## config.mk

```make
export PLATFORM = sky130hd
export DESIGN_NAME = unified_mem_responder
export DESIGN_NICKNAME = d
export VERILOG_FILES = /design/src/rtl/unified_mem_responder.sv
export SDC_FILE = /design/constraint.sdc
export NUM_CORES = 2
export LEC_CHECK = 0
export ABC_CLOCK_PERIOD_IN_PS = 9800
export CORE_UTILIZATION = 55
export DETAILED_ROUTE_END_ITERATION = 12
export PLACE_DENSITY = 0.72
export RECOVER_POWER = 25
export SYNTH_ARGS = -nofsm -noshare
export SYNTH_HDL_FRONTEND = slang
export SYNTH_SLANG_ARGS = --single-unit
```

## constraint.sdc

```tcl
create_clock -name clk -period 9.8 [get_ports clk]
set_input_delay 2.94 -clock clk [delete_from_list [all_inputs] [get_ports clk]]
set_output_delay 2.94 -clock clk [all_outputs]
set_load 0.01 [all_outputs]
```

## src/rtl/unified_mem_responder.sv

```systemverilog
// unified_mem_responder
// Word-addressed unified instruction/data memory that answers the memory port
// of the multicycle RISC-V core. It latches a request, waits a fixed number
// of cycles, commits writes, returns read data, and flags misaligned or
// out-of-range accesses.
//
// Parameters:
//   DEPTH     - number of 32-bit words (power of two, 4..1024)
//   LATENCY   - wait cycles inserted before the response (0..15)
// Ports:
//   clk       - clock, all state updates on the rising edge
//   reset     - asynchronous active-low reset
//   MemReq    - request valid (sampled in IDLE only)
//   MemWrite  - 1 = write, 0 = read, qualified by MemReq
//   Adr       - byte address
//   WriteData - store data
//   ReadData  - load data, registered, held until the next response
//   MemReady  - one-cycle response strobe
//   MemErr    - error flag, meaningful only while MemReady = 1

module unified_mem_responder #(
  parameter int DEPTH   = 64,
  parameter int LATENCY = 2
) (
  input  logic        clk,
  input  logic        reset,
  input  logic        MemReq,
  input  logic        MemWrite,
  input  logic [31:0] Adr,
  input  logic [31:0] WriteData,
  output logic [31:0] ReadData,
  output logic        MemReady,
  output logic        MemErr
);

  localparam int AW = $clog2(DEPTH);

  localparam logic [1:0] ST_IDLE = 2'd0;
  localparam logic [1:0] ST_WAIT = 2'd1;
  localparam logic [1:0] ST_RESP = 2'd2;

  // Counter reload value; unused when LATENCY = 0.
  localparam logic [3:0] WAIT_LOAD = (LATENCY == 0) ? 4'd0 : 4'(LATENCY - 1);

  logic [1:0]  state_reg, state_next;
  logic [3:0]  cnt_reg, cnt_next;
  logic [31:0] adr_reg;
  logic        write_reg;
  logic [31:0] wdata_reg;
  logic [31:0] read_data_reg;
  logic        err_reg;

  logic [31:0] mem_array [DEPTH];

  // With LATENCY = 0 the access happens on the accepting edge itself, before
  // the latches hold the request, so the live inputs are used in IDLE.
  logic          use_live;
  logic [31:0]   req_adr;
  logic          req_write;
  logic [31:0]   req_wdata;
  logic [AW-1:0] req_idx;
  logic          req_err;
  logic          accept;
  logic          enter_resp;

  assign use_live  = (state_reg == ST_IDLE);
  assign req_adr   = use_live ? Adr       : adr_reg;
  assign req_write = use_live ? MemWrite  : write_reg;
  assign req_wdata = use_live ? WriteData : wdata_reg;
  assign req_idx   = req_adr[AW+1:2];
  assign req_err   = (|req_adr[1:0]) | (|req_adr[31:AW+2]);

  assign accept     = (state_reg == ST_IDLE) && MemReq;
  assign enter_resp = (accept && (LATENCY == 0)) ||
                      ((state_reg == ST_WAIT) && (cnt_reg == 4'd0));

  always_comb begin
    state_next = state_reg;
    cnt_next   = cnt_reg;
    case (state_reg)
      ST_IDLE: begin
        if (MemReq) begin
          if (LATENCY == 0) begin
            state_next = ST_RESP;
          end else begin
            state_next = ST_WAIT;
            cnt_next   = WAIT_LOAD;
          end
        end
      end
      ST_WAIT: begin
        if (cnt_reg == 4'd0) begin
          state_next = ST_RESP;
        end else begin
          cnt_next = cnt_reg - 4'd1;
        end
      end
      ST_RESP: begin
        // MemReq is deliberately not sampled here: one IDLE cycle always
        // separates consecutive transactions.
        state_next = ST_IDLE;
      end
      default: begin
        state_next = ST_IDLE;
        cnt_next   = 4'd0;
      end
    endcase
  end

  always_ff @(posedge clk or negedge reset) begin
    if (!reset) begin
      state_reg     <= ST_IDLE;
      cnt_reg       <= 4'd0;
      adr_reg       <= 32'd0;
      write_reg     <= 1'b0;
      wdata_reg     <= 32'd0;
      read_data_reg <= 32'd0;
      err_reg       <= 1'b0;
    end else begin
      state_reg <= state_next;
      cnt_reg   <= cnt_next;
      if (accept) begin
        adr_reg   <= Adr;
        write_reg <= MemWrite;
        wdata_reg <= WriteData;
      end
      if (enter_resp) begin
        err_reg <= req_err;
        if (req_err) begin
          read_data_reg <= 32'd0;
        end else if (req_write) begin
          read_data_reg <= req_wdata;
        end else begin
          read_data_reg <= mem_array[req_idx];
        end
      end
    end
  end

  // Storage is never reset. A write commits only on the edge entering RESP,
  // so a reset during WAIT drops it while an already-committed write stays.
  always_ff @(posedge clk) begin
    if (enter_resp && req_write && !req_err) begin
      mem_array[req_idx] <= req_wdata;
    end
  end

  assign ReadData = read_data_reg;
  assign MemReady = (state_reg == ST_RESP);
  assign MemErr   = (state_reg == ST_RESP) && err_reg;

endmodule
```

==> flow_results.org <==
** Floorplanning
- I/O pins :: a little over 100
- From bottom edge to top edge, the die measures 385 µm.
- Initial Util :: 0.554
- Die Span X :: 385 µm
- The total area inside the core boundary comes to 0.145 mm².
- The initialized floorplan defines 140 standard-cell rows.
- The floorplan step defined a die boundary enclosing 0.148 mm².

** Setup path
- The number of cells on the worst reg-to-reg path is 7.
- Minimum setup slack among reg-to-reg paths :: 3.31 ns
- Data required, critical path :: 10.27 ns
- Highest fanout seen on the critical path :: 32
- Reg-to-reg critical path endpoint :: mem_array[35][14]
- Kind of capture point of the worst setup path :: flop
- STA classifies the critical path startpoint as an input pin.
- Startpoint of the most critical register-to-register path :: state_reg[1]
- Critical Setup Path Class :: input pin to flop
- WP data arrival :: 7.64 ns

** Power
- In this run the static leakage power is 29.3 nW.
- For this design the total switching power over the nets is between 0.01 and 0.015 W.
- Of the total power, the clock network draws 0.249.
- The share of total power dissipated in sequential elements is 0.401.
- Of the total power, the share spent switching nets is 0.397.
- Peak supply drop :: 0.388 mV
- In this run the power density over the cells is 346 mW/mm².
- Internal Power :: 0.0190 W
- Of the total power, combinational logic draws 0.350.

** Drt
- Wire length on met2 :: 116 mm
- First drt pass iteration count :: 6
- The routed layout has 52947 vias.
- After detailed routing, the wire length on met1 is 89.5 mm.
- Average wire per standard cell :: 37.2 µm
- The detail route stage leaves a number of antenna-violating nets equal to 0.
- After detailed routing, the number of vias per cell comes to 7.20.
- For this run, design rule violations remaining after detail routing come to 0.
- For this block, the initial DRC count from the detailed router was 9954.
- Wire segments on met3 add up to ~46 mm in the final route.
- Aggregate routed wire length :: between 200 and 300 mm
- In this run the top signal layer used is met5.

** Timing
- After layout, the minimum clock period comes to 7.16 ns.
- Max Clk Rate :: roughly 0.14 GHz
- RSZ-0062 raised after global routing :: no
- In the final timing run, aggregate negative setup slack is 0 ns.
- Measured against its own limit, the worst slew margin works out to -1.73.
- For the pin with the worst max-slew slack, the measured transition is 4.09 ns.
- Final cycle utilization of the critical path :: 0.731
- Across the routed clock network, the largest skew measured is 0.0395 ns.
- The final max-slew violation count came to 1804.
- Final hold violation count :: 0
- Setup violations remaining at the end of the flow were counted as 0.

** Clocking
- Buffers added to address setup during post-CTS repair amount to 0.
- Gates resized during post-CTS repair numbered 0.
- The longest clock path from root to sink contains 3 buffers.
- Clock H-tree levels :: 4
- Buffers inserted during clock tree synthesis total 201.
- Counting every sink on the clock net gives 2152.
- Clock-pin slew was measured on the worst setup and hold paths at 0.06 ns.
- The clock reaches the later pin of the worst-skew pair after 0.88 ns.
- Cts hold-fix bufs :: 0
- Cell at the root of the clock tree :: clkbuf_16
- CTS tree :: yes

** Hold path
- Along the worst hold path, the cell count comes to 1.
- The worst hold path belongs to the class flop to flop.
- Worst min-delay path startpoint :: adr_reg[18]
- The worst hold path terminates at adr_reg[18].

** GRT
- Vias in the first global route :: 49898
- The first global-routing pass estimated about 380 mm of wire.
- Largest net degree at the start of global routing :: 105
- Global-route congestion overflow total :: 0
- Number of antenna violations at the first check in global routing :: 19
- Across every metal layer, demand over resource in global routing totals 0.370.

** Layout
- Fraction of layout cells with a size suffix above 1 :: 0.113
- Top library cells by usage in the layout, fill and taps aside :: 2048 x edfxtp_1, 672 x nand2_1, 551 x o22ai_1
- The register with the most flip-flops in the layout has around 2000 of them.
- mem_array holds more flip-flops than any other register.
- Leaving out fill and tap cells, the most frequent cell in the layout is edfxtp_1.
- Compared with the post-synthesis result, the final layout area differs by 13.1%.
- Final Cell Area :: 0.0911 mm²
- Nets :: ~5300

** Place
- After legalization and detailed placement, the total HPWL measured 153 mm.
- Cell area reported after detailed placement :: 0.0846 mm²
- Routability-driven placement finished with a final weighted congestion of 0.955.
- Input/output buffers :: approximately 100

** Run
- Across the run, the number of max-cap violations was 30.

** Synth
- Sequential fraction of the synthesis area :: 0.796
- The synthesized netlist occupies a cell area of 0.0805 mm².
- Synthesis instantiated just under 60 different standard cells from the library.
- Yosys mapped a number of flops with a built-in enable equal to 2048.
- Syn nets :: 5183
- Number of instances in the synthesized netlist :: roughly 5000
- Post-synthesis async set-or-reset flop share :: 0.0483
- The most used flip-flop cell after synthesis is edfxtp_1.
- #FFs+latches synth :: roughly 2200
- Yosys printed 0 warnings.
- Synth Area per Inst :: roughly 16 µm²

** Status
- The final reports fail on max-capacitance violations, max-slew violations.
- Run status :: finished with violations
==> area by class of cell <==
type	count	area, µm²
Sequential cell	2152	64100
Fill cell	10129	54300
Multi-Input combinational cell	2633	15600
Clock buffer	259	5330
Tap cell	1917	2400
Timing Repair Buffer	253	2300
Clock inverter	122	1280
Inverter	7	26.3
Antenna cell	10	25.0
==> critical path, cell delays in order <==
cell and delay (ns):
clkdlybuf4s50_1 0.44, nor4_1 0.33, nand4_1 0.15, a211oi_1 0.68, nor2b_4 0.70, nand3_1 1.00
nor2_4 1.33
==> kinds of logic after synthesis <==
family | after synthesis | synth area share
flip-flops | 2152 | 0.796
AND/OR/NAND/NOR | 1274 | 0.0675
AO/OA/AOI/OAI | 1236 | 0.101
buffers and inverters | 329 | 0.0191
multiplexers | 122 | 0.0163
adder cells (fa/ha/maj) | 1 | 0.000155
==> through the flow <==
stage	setup slack (ns)	util	power, W	hold WS, ns	std cells
floorplan	3.38	-	0.0177	0.464	5114
global placement	1.75	0.582	0.0227	0.490	6961
detailed placement	1.83	0.582	0.0230	0.495	6961
CTS	2.75	0.627	0.0306	0.510	7342
global route	2.60	0.626	0.0317	0.519	7345
finish	2.64	0.626	0.0315	0.508	7353
==> per-layer routing <==
layer  vias up  track usage
met5         -      0.00455
met1     26180        0.484
met4        22        0.246
met3      1063        0.129
met2      5070        0.523
li1      20612            -
==> power by group through the flow <==
stage | sequential [W] | clock, W | combinational [W]
6_report | 0.0126 | 0.00785 | 0.0110
3_3_place_gp | 0.0125 | 0 | 0.0102
2_1_floorplan | 0.0125 | 0 | 0.00517
3_5_place_dp | 0.0125 | 0 | 0.0104
5_1_grt | 0.0126 | 0.00816 | 0.0109
4_1_cts | 0.0123 | 0.00784 | 0.0105
==> cells in the mapped netlist (all sizes together), types with 52 or more instances <==
cell type / count / area, µm²
a21oi: 269 / 1350
nor3: 62 / 315
clkbuf: 91 / 342
mux2: 65 / 732
nor4: 84 / 526
o221ai: 52 / 455
a32oi: 73 / 639
edfxtp: 2048 / 61500
nand2: 700 / 2630
buf: 231 / 1170
dfrtp: 104 / 2600
mux2i: 57 / 582
nand3: 124 / 621
a31oi: 71 / 444
nor2: 238 / 893
o22ai: 551 / 3450
==> worst max-delay path by stage <==
stage / cells past startpoint / slack (ns) / endpoint / startpoint
after floorplan: 9 / 3.38 / mem_array[12][0] / Adr[3]
after global routing: 7 / 2.60 / mem_array[13][5] / Adr[29]
after detailed placement: 7 / 1.83 / mem_array[11][19] / Adr[29]
final: 7 / 2.64 / mem_array[35][14] / Adr[25]
after CTS: 7 / 2.75 / mem_array[11][27] / Adr[29]
after global placement: 7 / 1.75 / mem_array[59][29] / Adr[25]
(Power assumes the default switching activity.)
